==> config.mk <==
export PLATFORM = sky130hd
export DESIGN_NAME = cp0_exc_ctrl
export DESIGN_NICKNAME = d
export VERILOG_FILES = /design/src/rtl/cp0_pkg.sv /design/src/rtl/cp0_timer.sv /design/src/rtl/cp0_exc_ctrl.sv
export SDC_FILE = /design/constraint.sdc
export NUM_CORES = 1
export LEC_CHECK = 0
export CORE_ASPECT_RATIO = 1.2
export CORE_MARGIN = 5
export CORE_UTILIZATION = 45
export CTS_CLUSTER_SIZE = 10
export DETAILED_ROUTE_END_ITERATION = 10
export PLACE_DENSITY_LB_ADDON = 0.2
export SYNTH_ARGS = -nofsm -noshare
export SYNTH_HDL_FRONTEND = slang
export SYNTH_HIERARCHICAL = 1
export SYNTH_SLANG_ARGS = --single-unit
==> constraint.sdc <==
create_clock -name clk -period 3.7 [get_ports clk]
set_input_delay 0.74 -clock clk [delete_from_list [all_inputs] [get_ports clk]]
set_output_delay 0.74 -clock clk [all_outputs]
set_load 0.01 [all_outputs]
==> src/rtl/cp0_pkg.sv <==
`default_nettype none
// ============================================================================
// Module      : cp0_pkg
// Description : CP0 register numbers, exception codes, bit positions and FSM
//               state type shared by the exception controller and its timer.
// Revision    : 1.0 - initial release
// ============================================================================
package cp0_pkg;

    localparam logic [4:0] REG_BADVADDR = 5'd8;
    localparam logic [4:0] REG_COUNT    = 5'd9;
    localparam logic [4:0] REG_COMPARE  = 5'd11;
    localparam logic [4:0] REG_STATUS   = 5'd12;
    localparam logic [4:0] REG_CAUSE    = 5'd13;
    localparam logic [4:0] REG_EPC      = 5'd14;

    localparam logic [4:0] EXC_INT  = 5'h00;
    localparam logic [4:0] EXC_ADEL = 5'h04;
    localparam logic [4:0] EXC_ADES = 5'h05;
    localparam logic [4:0] EXC_SYS  = 5'h08;
    localparam logic [4:0] EXC_BP   = 5'h09;
    localparam logic [4:0] EXC_RI   = 5'h0A;
    localparam logic [4:0] EXC_OV   = 5'h0C;

    localparam int STATUS_IE     = 0;
    localparam int STATUS_EXL    = 1;
    localparam int STATUS_IM_LSB = 8;
    localparam int STATUS_BEV    = 22;
    localparam int CAUSE_EXC_LSB = 2;
    localparam int CAUSE_IP_LSB  = 8;
    localparam int CAUSE_TI      = 30;
    localparam int CAUSE_BD      = 31;

    localparam logic [31:0] EXC_VECTOR = 32'hBFC0_0380;

    typedef enum logic [0:0] {
        RUN   = 1'b0,
        ENTER = 1'b1
    } cp0_state_t;

    // Fixed-priority encoder; interrupts outrank every synchronous cause.
    function automatic logic [4:0] exc_code(input logic int_req, input logic [6:0] vec);
        logic [4:0] code;
        code = EXC_INT;
        if (int_req)     code = EXC_INT;
        else if (vec[0]) code = EXC_ADEL;
        else if (vec[1]) code = EXC_RI;
        else if (vec[2]) code = EXC_OV;
        else if (vec[3]) code = EXC_SYS;
        else if (vec[4]) code = EXC_BP;
        else if (vec[5]) code = EXC_ADEL;
        else if (vec[6]) code = EXC_ADES;
        return code;
    endfunction

endpackage
`default_nettype wire

==> src/rtl/cp0_timer.sv <==
`default_nettype none
// ============================================================================
// Module      : cp0_timer
// Description : Count/Compare timer; Count advances every second clock and a
//               match raises a sticky TI that only a Compare write clears.
// Revision    : 1.0 - initial release
// ============================================================================
module cp0_timer (
    input  logic        clk,
    input  logic        reset,
    input  logic        count_we,
    input  logic        compare_we,
    input  logic [31:0] wdata,
    output logic        ti,
    output logic [31:0] count,
    output logic [31:0] compare
);

    logic [31:0] r_count;
    logic [31:0] r_compare;
    logic        r_toggle;
    logic        r_ti;
    logic [31:0] w_count_inc;

    assign w_count_inc = r_count + 32'd1;

    always_ff @(posedge clk or negedge reset) begin
        if (!reset) begin
            r_count   <= 32'd0;
            r_compare <= 32'd0;
            r_toggle  <= 1'b0;
            r_ti      <= 1'b0;
        end else begin
            if (count_we) begin
                r_count  <= wdata;
                r_toggle <= 1'b0;
            end else begin
                r_toggle <= ~r_toggle;
                if (r_toggle) r_count <= w_count_inc;
            end
            // The match is taken as Count steps onto Compare, so a freshly
            // reset timer (both zero) does not fire until Count wraps.
            if (compare_we) begin
                r_compare <= wdata;
                r_ti      <= 1'b0;
            end else if (!count_we && r_toggle && (w_count_inc == r_compare)) begin
                r_ti <= 1'b1;
            end
        end
    end

    assign ti      = r_ti;
    assign count   = r_count;
    assign compare = r_compare;

endmodule
`default_nettype wire

==> src/rtl/cp0_exc_ctrl.sv <==
`default_nettype none
// ============================================================================
// Module      : cp0_exc_ctrl
// Description : CP0 exception controller: Status/Cause/EPC/BadVAddr, priority
//               encoding, ERET/MTC0 arbitration and flush/redirect FSM.
// Revision    : 1.0 - initial release
// ============================================================================
module cp0_exc_ctrl
    import cp0_pkg::*;
(
    input  logic        clk,
    input  logic        reset,
    input  logic        exc_valid,
    input  logic [6:0]  exc_vec,
    input  logic [31:0] exc_pc,
    input  logic        exc_bd,
    input  logic [31:0] exc_badvaddr,
    input  logic        eret,
    input  logic [5:0]  hw_int,
    input  logic        cp0_we,
    input  logic [4:0]  cp0_addr,
    input  logic [31:0] cp0_wdata,
    output logic [31:0] cp0_rdata,
    output logic        flush,
    output logic [31:0] redirect_pc,
    output logic [31:0] status_out,
    output logic [31:0] cause_out,
    output logic [31:0] epc_out
);

    cp0_state_t  r_state;
    logic        r_flush;
    logic [31:0] r_redirect_pc;

    logic [7:0]  r_im;
    logic        r_exl;
    logic        r_ie;
    logic        r_bd;
    logic [4:0]  r_exccode;
    logic [1:0]  r_ip_sw;
    logic [5:0]  r_ip_hw;
    logic [31:0] r_epc;
    logic [31:0] r_badvaddr;

    logic        w_ti;
    logic [31:0] w_count;
    logic [31:0] w_compare;
    logic [7:0]  w_ip;
    logic        w_int_req;
    logic        w_run;
    logic        w_take;
    logic        w_eret;
    logic        w_mtc0;
    logic [4:0]  w_code;
    logic        w_addr_exc;
    logic [31:0] w_status;
    logic [31:0] w_cause;

    assign w_ip       = {r_ip_hw[5] | w_ti, r_ip_hw[4:0], r_ip_sw};
    assign w_int_req  = r_ie & ~r_exl & (|(w_ip & r_im));
    assign w_run      = (r_state == RUN);
    assign w_take     = w_run & exc_valid & (w_int_req | (|exc_vec));
    assign w_eret     = w_run & exc_valid & eret & ~w_take;
    assign w_mtc0     = w_run & cp0_we & ~w_take & ~w_eret;
    assign w_code     = exc_code(w_int_req, exc_vec);
    assign w_addr_exc = (w_code == EXC_ADEL) || (w_code == EXC_ADES);

    cp0_timer u_timer (
        .clk        (clk),
        .reset      (reset),
        .count_we   (w_mtc0 && (cp0_addr == REG_COUNT)),
        .compare_we (w_mtc0 && (cp0_addr == REG_COMPARE)),
        .wdata      (cp0_wdata),
        .ti         (w_ti),
        .count      (w_count),
        .compare    (w_compare)
    );

    always_ff @(posedge clk or negedge reset) begin
        if (!reset) begin
            r_im       <= 8'd0;
            r_exl      <= 1'b0;
            r_ie       <= 1'b0;
            r_bd       <= 1'b0;
            r_exccode  <= 5'd0;
            r_ip_sw    <= 2'd0;
            r_ip_hw    <= 6'd0;
            r_epc      <= 32'd0;
            r_badvaddr <= 32'd0;
        end else begin
            r_ip_hw <= hw_int;
            if (w_take) begin
                r_exccode <= w_code;
                r_exl     <= 1'b1;
                // Nested exceptions keep the original return point.
                if (!r_exl) begin
                    r_epc <= exc_bd ? (exc_pc - 32'd4) : exc_pc;
                    r_bd  <= exc_bd;
                end
                if (w_addr_exc) r_badvaddr <= exc_badvaddr;
            end else if (w_eret) begin
                r_exl <= 1'b0;
            end else if (w_mtc0) begin
                case (cp0_addr)
                    REG_STATUS: begin
                        r_im  <= cp0_wdata[STATUS_IM_LSB +: 8];
                        r_exl <= cp0_wdata[STATUS_EXL];
                        r_ie  <= cp0_wdata[STATUS_IE];
                    end
                    REG_CAUSE: r_ip_sw <= cp0_wdata[CAUSE_IP_LSB +: 2];
                    REG_EPC:   r_epc   <= cp0_wdata;
                    default:   ;
                endcase
            end
        end
    end

    always_ff @(posedge clk or negedge reset) begin
        if (!reset) begin
            r_state       <= RUN;
            r_flush       <= 1'b0;
            r_redirect_pc <= 32'd0;
        end else begin
            case (r_state)
                RUN: begin
                    if (w_take) begin
                        r_state       <= ENTER;
                        r_flush       <= 1'b1;
                        r_redirect_pc <= EXC_VECTOR;
                    end else if (w_eret) begin
                        r_state       <= ENTER;
                        r_flush       <= 1'b1;
                        r_redirect_pc <= r_epc;
                    end
                end
                ENTER: begin
                    r_state <= RUN;
                    r_flush <= 1'b0;
                end
            endcase
        end
    end

    always_comb begin
        w_status = 32'd0;
        w_status[STATUS_BEV]        = 1'b1;
        w_status[STATUS_IM_LSB +: 8] = r_im;
        w_status[STATUS_EXL]        = r_exl;
        w_status[STATUS_IE]         = r_ie;
    end

    always_comb begin
        w_cause = 32'd0;
        w_cause[CAUSE_BD]            = r_bd;
        w_cause[CAUSE_TI]            = w_ti;
        w_cause[CAUSE_IP_LSB +: 8]   = w_ip;
        w_cause[CAUSE_EXC_LSB +: 5]  = r_exccode;
    end

    always_comb begin
        cp0_rdata = 32'd0;
        case (cp0_addr)
            REG_BADVADDR: cp0_rdata = r_badvaddr;
            REG_COUNT:    cp0_rdata = w_count;
            REG_COMPARE:  cp0_rdata = w_compare;
            REG_STATUS:   cp0_rdata = w_status;
            REG_CAUSE:    cp0_rdata = w_cause;
            REG_EPC:      cp0_rdata = r_epc;
            default:      cp0_rdata = 32'd0;
        endcase
    end

    assign flush       = r_flush;
    assign redirect_pc = r_redirect_pc;
    assign status_out  = w_status;
    assign cause_out   = w_cause;
    assign epc_out     = r_epc;

endmodule
`default_nettype wire

# == Word-level counts from Yosys, hierarchy flattened ==
# Cells that the tools add are included.
# op_classes
addsub,2
eq_ne,12
n_mux,32
bitwise,17
reduce_logical,22
# ops
cell,count
$mux 32,10
$pmux 32 s6,1
$add 32x1->32 const B,1
$eq 32x32->1,1
$sub 32x3->32 const B,1
$eq 5x4->1 const B,6
$mux 4,5
$reduce_and 4->1,3
$mux 1,11
$eq 5x3->1 const B,2
$reduce_bool 2->1,5
$and 1x1->1,9
$and 8x8->8,1
$reduce_and 2->1,4
$reduce_or 8->1,1
$reduce_or 7->1,1
$mux 3,2
$reduce_bool 3->1,2
$mux 5,1
$not 1->1,5
$logic_and 1x1->1,4
$ne 2x2->1 const B,2
$pmux 1 s2,2
$ne 3x1->1 const B,1
other kinds (3),4
# word_totals
regBits,188
inputBits,120

# == Longest topological paths before layout ==
# logic_depth
word_depth,16
ltp_mapped,14
mapped_depth_nobuf,11

# == By module ==
# The synthesis kept the hierarchy.
# modules_own_cells
module,n_inst,cells_per_inst,area_per_inst_um2
cp0_exc_ctrl,1,673,6976.7
cp0_timer,1,437,4106.4

# == Least setup slack after synthesis ==
# Ideal clock, no wire load.
# synth_path
path_type,input-to-reg
from,input port exc_vec[1]
to,register u_timer.r_compare[10] (netlist: u_timer/compare[10])
setup_ps,125
arrival_ps,3291
path_slack_ps,285
cell_stages,8
path_buffers,3
cell_sequence,or4_4 > or3_4 > o211ai_2 > clkbuf_1 > and3_1 > clkbuf_1 > clkbuf_1 > mux2_2
# synth_via
elab_chain_len,8
word_cells_on_any_way,9
# synth_lines
element,line_no,rtl
"start, declared",cp0_exc_ctrl.sv:14,"input logic [6:0] exc_vec,"
$reduce_or 7->1 (*),cp0_exc_ctrl.sv:62,assign w_take = w_run & exc_valid & (w_int_req | (|exc_vec));
$or 1x1->1 (*),cp0_exc_ctrl.sv:62,
$and 1x1->1 (*),cp0_exc_ctrl.sv:62,
$not 1->1 (no line) (*),-,
$and 1x1->1,cp0_exc_ctrl.sv:63,assign w_eret = w_run & exc_valid & eret & ~w_take;
$not 1->1 (no line),-,
$and 1x1->1 (*),cp0_exc_ctrl.sv:64,assign w_mtc0 = w_run & cp0_we & ~w_take & ~w_eret;
$logic_and 1x1->1 (*),cp0_exc_ctrl.sv:72,".compare_we (w_mtc0 && (cp0_addr == REG_COMPARE)),"
"end signal, assigned",cp0_timer.sv:44,r_compare <= wdata;
"end, declared",cp0_timer.sv:20,logic [31:0] r_compare;
# Mark *: on every way between the ends. The rest lies on a longest branch, timed or not.
# A chain may end at the register's enable or synchronous reset.

# == Worst setup path in the final report ==
# layout_path
from,input port cp0_addr[4]
to,output port cp0_rdata[16]
# layout_via
elab_chain_len,2
word_cells_on_any_way,7
# layout_lines
element,line_no,rtl
"start, declared",cp0_exc_ctrl.sv:21,"input logic [4:0] cp0_addr,"
$eq 5x4->1,cp0_exc_ctrl.sv:162,case (cp0_addr)
$pmux 32 s6 (*),cp0_exc_ctrl.sv:162,
"end, declared",cp0_exc_ctrl.sv:23,"output logic [31:0] cp0_rdata,"
# Marks and branches as above.

==> results.yml <==
run_status:
  status: "complete, no violations"
setup_path:
  criticalPathCategory: "in2out"
  worstPathArrival_ns: 2.93
  worstSetupStartpointType: "primary input"
  worst_setup_path_end_kind: "output port"
  cp.required_ns: 2.96
  critPathMaxFanout: 9
  r2r-start: "u_timer/count[4]"
  setup.worst_path.start: "cp0_addr[4]"
global_routing:
  grt-busiest-layer: "met2"
  grt_use_met1_pct: 34.0
  grt_pass1_wl_microns: 58200
  grt-ovfl-total: 0
  grt_use_total_pct: 26.8
  grt_max_degree: 85
  grt_util_met2_pct: 46.6
  grt_pass1_vias: 9625
  antenna_found_initial: 0
  gr-usage-met3_pct: 4.55
synth:
  yosys.area.top_type: "dfrtp_1"
  synthMuxAreaShare_pct: 12.2
  yosys_register_bits: 187
  yosys_warnings: 6
  ys_seq_area_share_pct: 42.2
  yosys.cell_types.count: 72
  synth_cells: 1110
  synth_fa_ha_area_share_pct: 0.226
  synth_xor_area_share_pct: 7.74
  synth_edf_count: 0
  synth_top_family_by_area: "simple AND/OR/NAND/NOR gates"
  synthSimpleGateAreaFrac_pct: 17.0
  syn_area_per_cell_sq_um: 9.98
  synth_compound_area_share_pct: 13.2
  synthArstFlopShare_pct: 100
  synth.area.top_cells: "dfrtp_1, mux2_2, xnor2_1"
  yosys_most_used_dff: "dfrtp_1"
  synth.top_cell.area_share_pct: 42.2
  synthesis.area_sq_mm: 0.0111
sta:
  worstMarginPinSlew_ns: 0.723
  min_period_ns: 3.67
  slew_viol_final: 0
  setup_viol: 0
  skew_ns: 0.0183
  relSlewSlack_pct: 51.6
  fin_crit_sh_pct: 99.1
  max_freq_mhz: 273
  hold_viol: 0
  rsz0062_at_grt: "true"
  tns_ns: 0
placed_design:
  place_congestion: 0.934
  io_buffers: 240
  hpwl_microns: 29100
clock_network:
  clockRootBuffer: "clkbuf_16"
  htreeDepth: 4
  insertion_delay_ns: 0.44
  clock_path_buffers: 2
  cts_tree: "done"
  cts_buffers: 17
  cts_sinks: 187
  clkTransAtPathRegs_ns: 0.07
floorplan:
  core_sq_mm: 0.0245
  start_util_pct: 45.2
  dieArea_sq_mm: 0.0279
  pin_count: 281
  die_y_microns: 182
  die_w_microns: 153
  fp-row-count: 63
routing:
  wl_per_cell_microns: 23.3
  final_antenna_net_count: 0
  drc: 0
  via_per_inst: 5.83
  drt-initial-drc-count: 708
  first_pass_iters: 6
  routed_wl_microns: 39000
  vias: 9759
job:
  cap_violations: 0
final_layout:
  nFillCells: 2152
  layout_commonest_cell: "clkdlybuf4s50_1"
  finalNetCount: 1456
  final_util_pct: 59.1
  drive_above_1_share_pct: 16.1
  most-common-layout-cells: "clkdlybuf4s50_1, dfrtp_1, nand2_1"
  area_growth_pct: 30.8
pwr:
  power_frac_clock_pct: 25.3
  pwr-share-seq_pct: 44.9
  power.leakage_nw: 6.05
  combPwrFrac_pct: 29.8
  p_int_mw: 4.74
  powerDensity_mw_per_mm2: 508
  ir_drop_mv: 0.298
  power.share.switching_pct: 35.6
  power.switching_mw: 2.62
min_path:
  min_path_type: "in2async"
-- worst max-delay path, cell delays in order --
cell,delay (ns)
clkdlybuf4s50_1,0.47
buf_4,0.17
nor2b_2,0.12
nand2_1,0.10
nor3_4,0.21
buf_4,0.15
clkbuf_16,0.17
a22o_1,0.14
a221o_1,0.12
clkdlybuf4s50_1,0.53
-- per-layer routing --
layer | vias up | part of all wire [%]
met3 | 65 | 7.0
met1 | 4781 | 40
met2 | 499 | 50
li1 | 4414 | -
met4 | 0 | 2.9
met5 | - | 0
-- per-stage QoR --
step	power [mW]	worst slack (ns)	hold WS, ns	cell area [sq um]	std cells
after floorplan	4.24	0.285	0.428	11200	1148
after global placement	5.48	-0.00494	0.448	13800	1635
after detailed placement	5.51	-0.0307	0.463	13800	1635
after CTS	7.38	0.0424	0.327	14400	1667
after global routing	7.68	-0.0293	0.342	14500	1672
final	7.37	0.0333	0.297	14500	1673
-- Yosys cell counts (5+ instances only) --
| cell type | number |
|---|---|
| o21ai_0 | 48 |
| nor3_1 | 27 |
| a21oi_1 | 30 |
| a222oi_1 | 8 |
| a22oi_1 | 35 |
| nor4_1 | 21 |
| xor2_1 | 32 |
| nand3_1 | 39 |
| dfrtp_1 | 187 |
| and3_1 | 14 |
| a31oi_1 | 6 |
| inv_1 | 20 |
| nor2b_1 | 5 |
| nand2_1 | 140 |
| mux2_2 | 84 |
| buf_6 | 6 |
| a221o_1 | 20 |
| xnor2_1 | 66 |
| or3_1 | 7 |
| a211oi_1 | 8 |
| buf_2 | 6 |
| mux2_4 | 22 |
| o221ai_1 | 6 |
| a22o_1 | 15 |
| nand4_1 | 30 |
| buf_4 | 56 |
| o211ai_1 | 7 |
| and2_1 | 5 |
| nor2_1 | 33 |
| clkbuf_1 | 47 |
-- worst paths after layout --
path / endpoint / slack, ns / cells after the start
worst max-delay path: cp0_rdata[16] / 0.03 / 10
worst max register to register: u_timer/ti / 0.76 / 7
worst min register to register: flush / 0.47 / 1
min in group clk: flush / 0.47 / 1
worst min-delay path: r_ip_hw[3] / 0.30 / 1
max in group asynchronous: epc_out[17] / 2.42 / 2
-- what timing repair did --
item | CTS | global route
pin swaps | 0 | 2
hold buffers | 0 | 0
resized for setup | 1 | 20
setup buffers | 0 | 3
cloned | 0 | 2
endpoints found under the setup margin | 14 | 24
-- final cells by class --
class	count	area (sq um)	area share [%]
antenna	1	2.50	0.0173
clock buffer	18	439	3.03
clock inverter	14	153	1.05
inverter	20	75.1	0.518
multi-input combinational	820	5800	40.0
sequential	187	4680	32.3
tap	325	407	2.81
timing repair buffer	288	2940	20.3
-- state kept, by name (all words and copies together) (netlist names) --
signal,cells
flush,1
r_ie,1
epc_out,32
r_badvaddr,32
u_timer/r_toggle,1
r_ip_hw,6
u_timer/count,32
r_exccode,4
r_im,8
r_bd,1
r_state,1
r_exl,1
u_timer/compare,32
r_ip_sw,2
redirect_pc,32
u_timer/ti,1
-- cells by family (layout without fill, tap and decap cells) --
group,Yosys count,in the layout
muxes,113,113
DFF,187,187
AOI/OAI and AO/OA,205,205
adders and majority gates,2,2
other,2,41
buffers and inverters,141,340
xor gates and xnor gates,98,98
and+or+nand+nor,362,362
-- power groups by stage --
stage / clock, mW / sequential [mW] / combinational (mW)
after CTS: 1.89 / 3.30 / 2.20
after global routing: 1.97 / 3.35 / 2.36
after floorplan: 0 / 3.01 / 1.23
final: 1.86 / 3.31 / 2.19
after detailed placement: 0 / 3.33 / 2.18
after global placement: 0 / 3.33 / 2.15
Power figures use the tool's default switching activity.
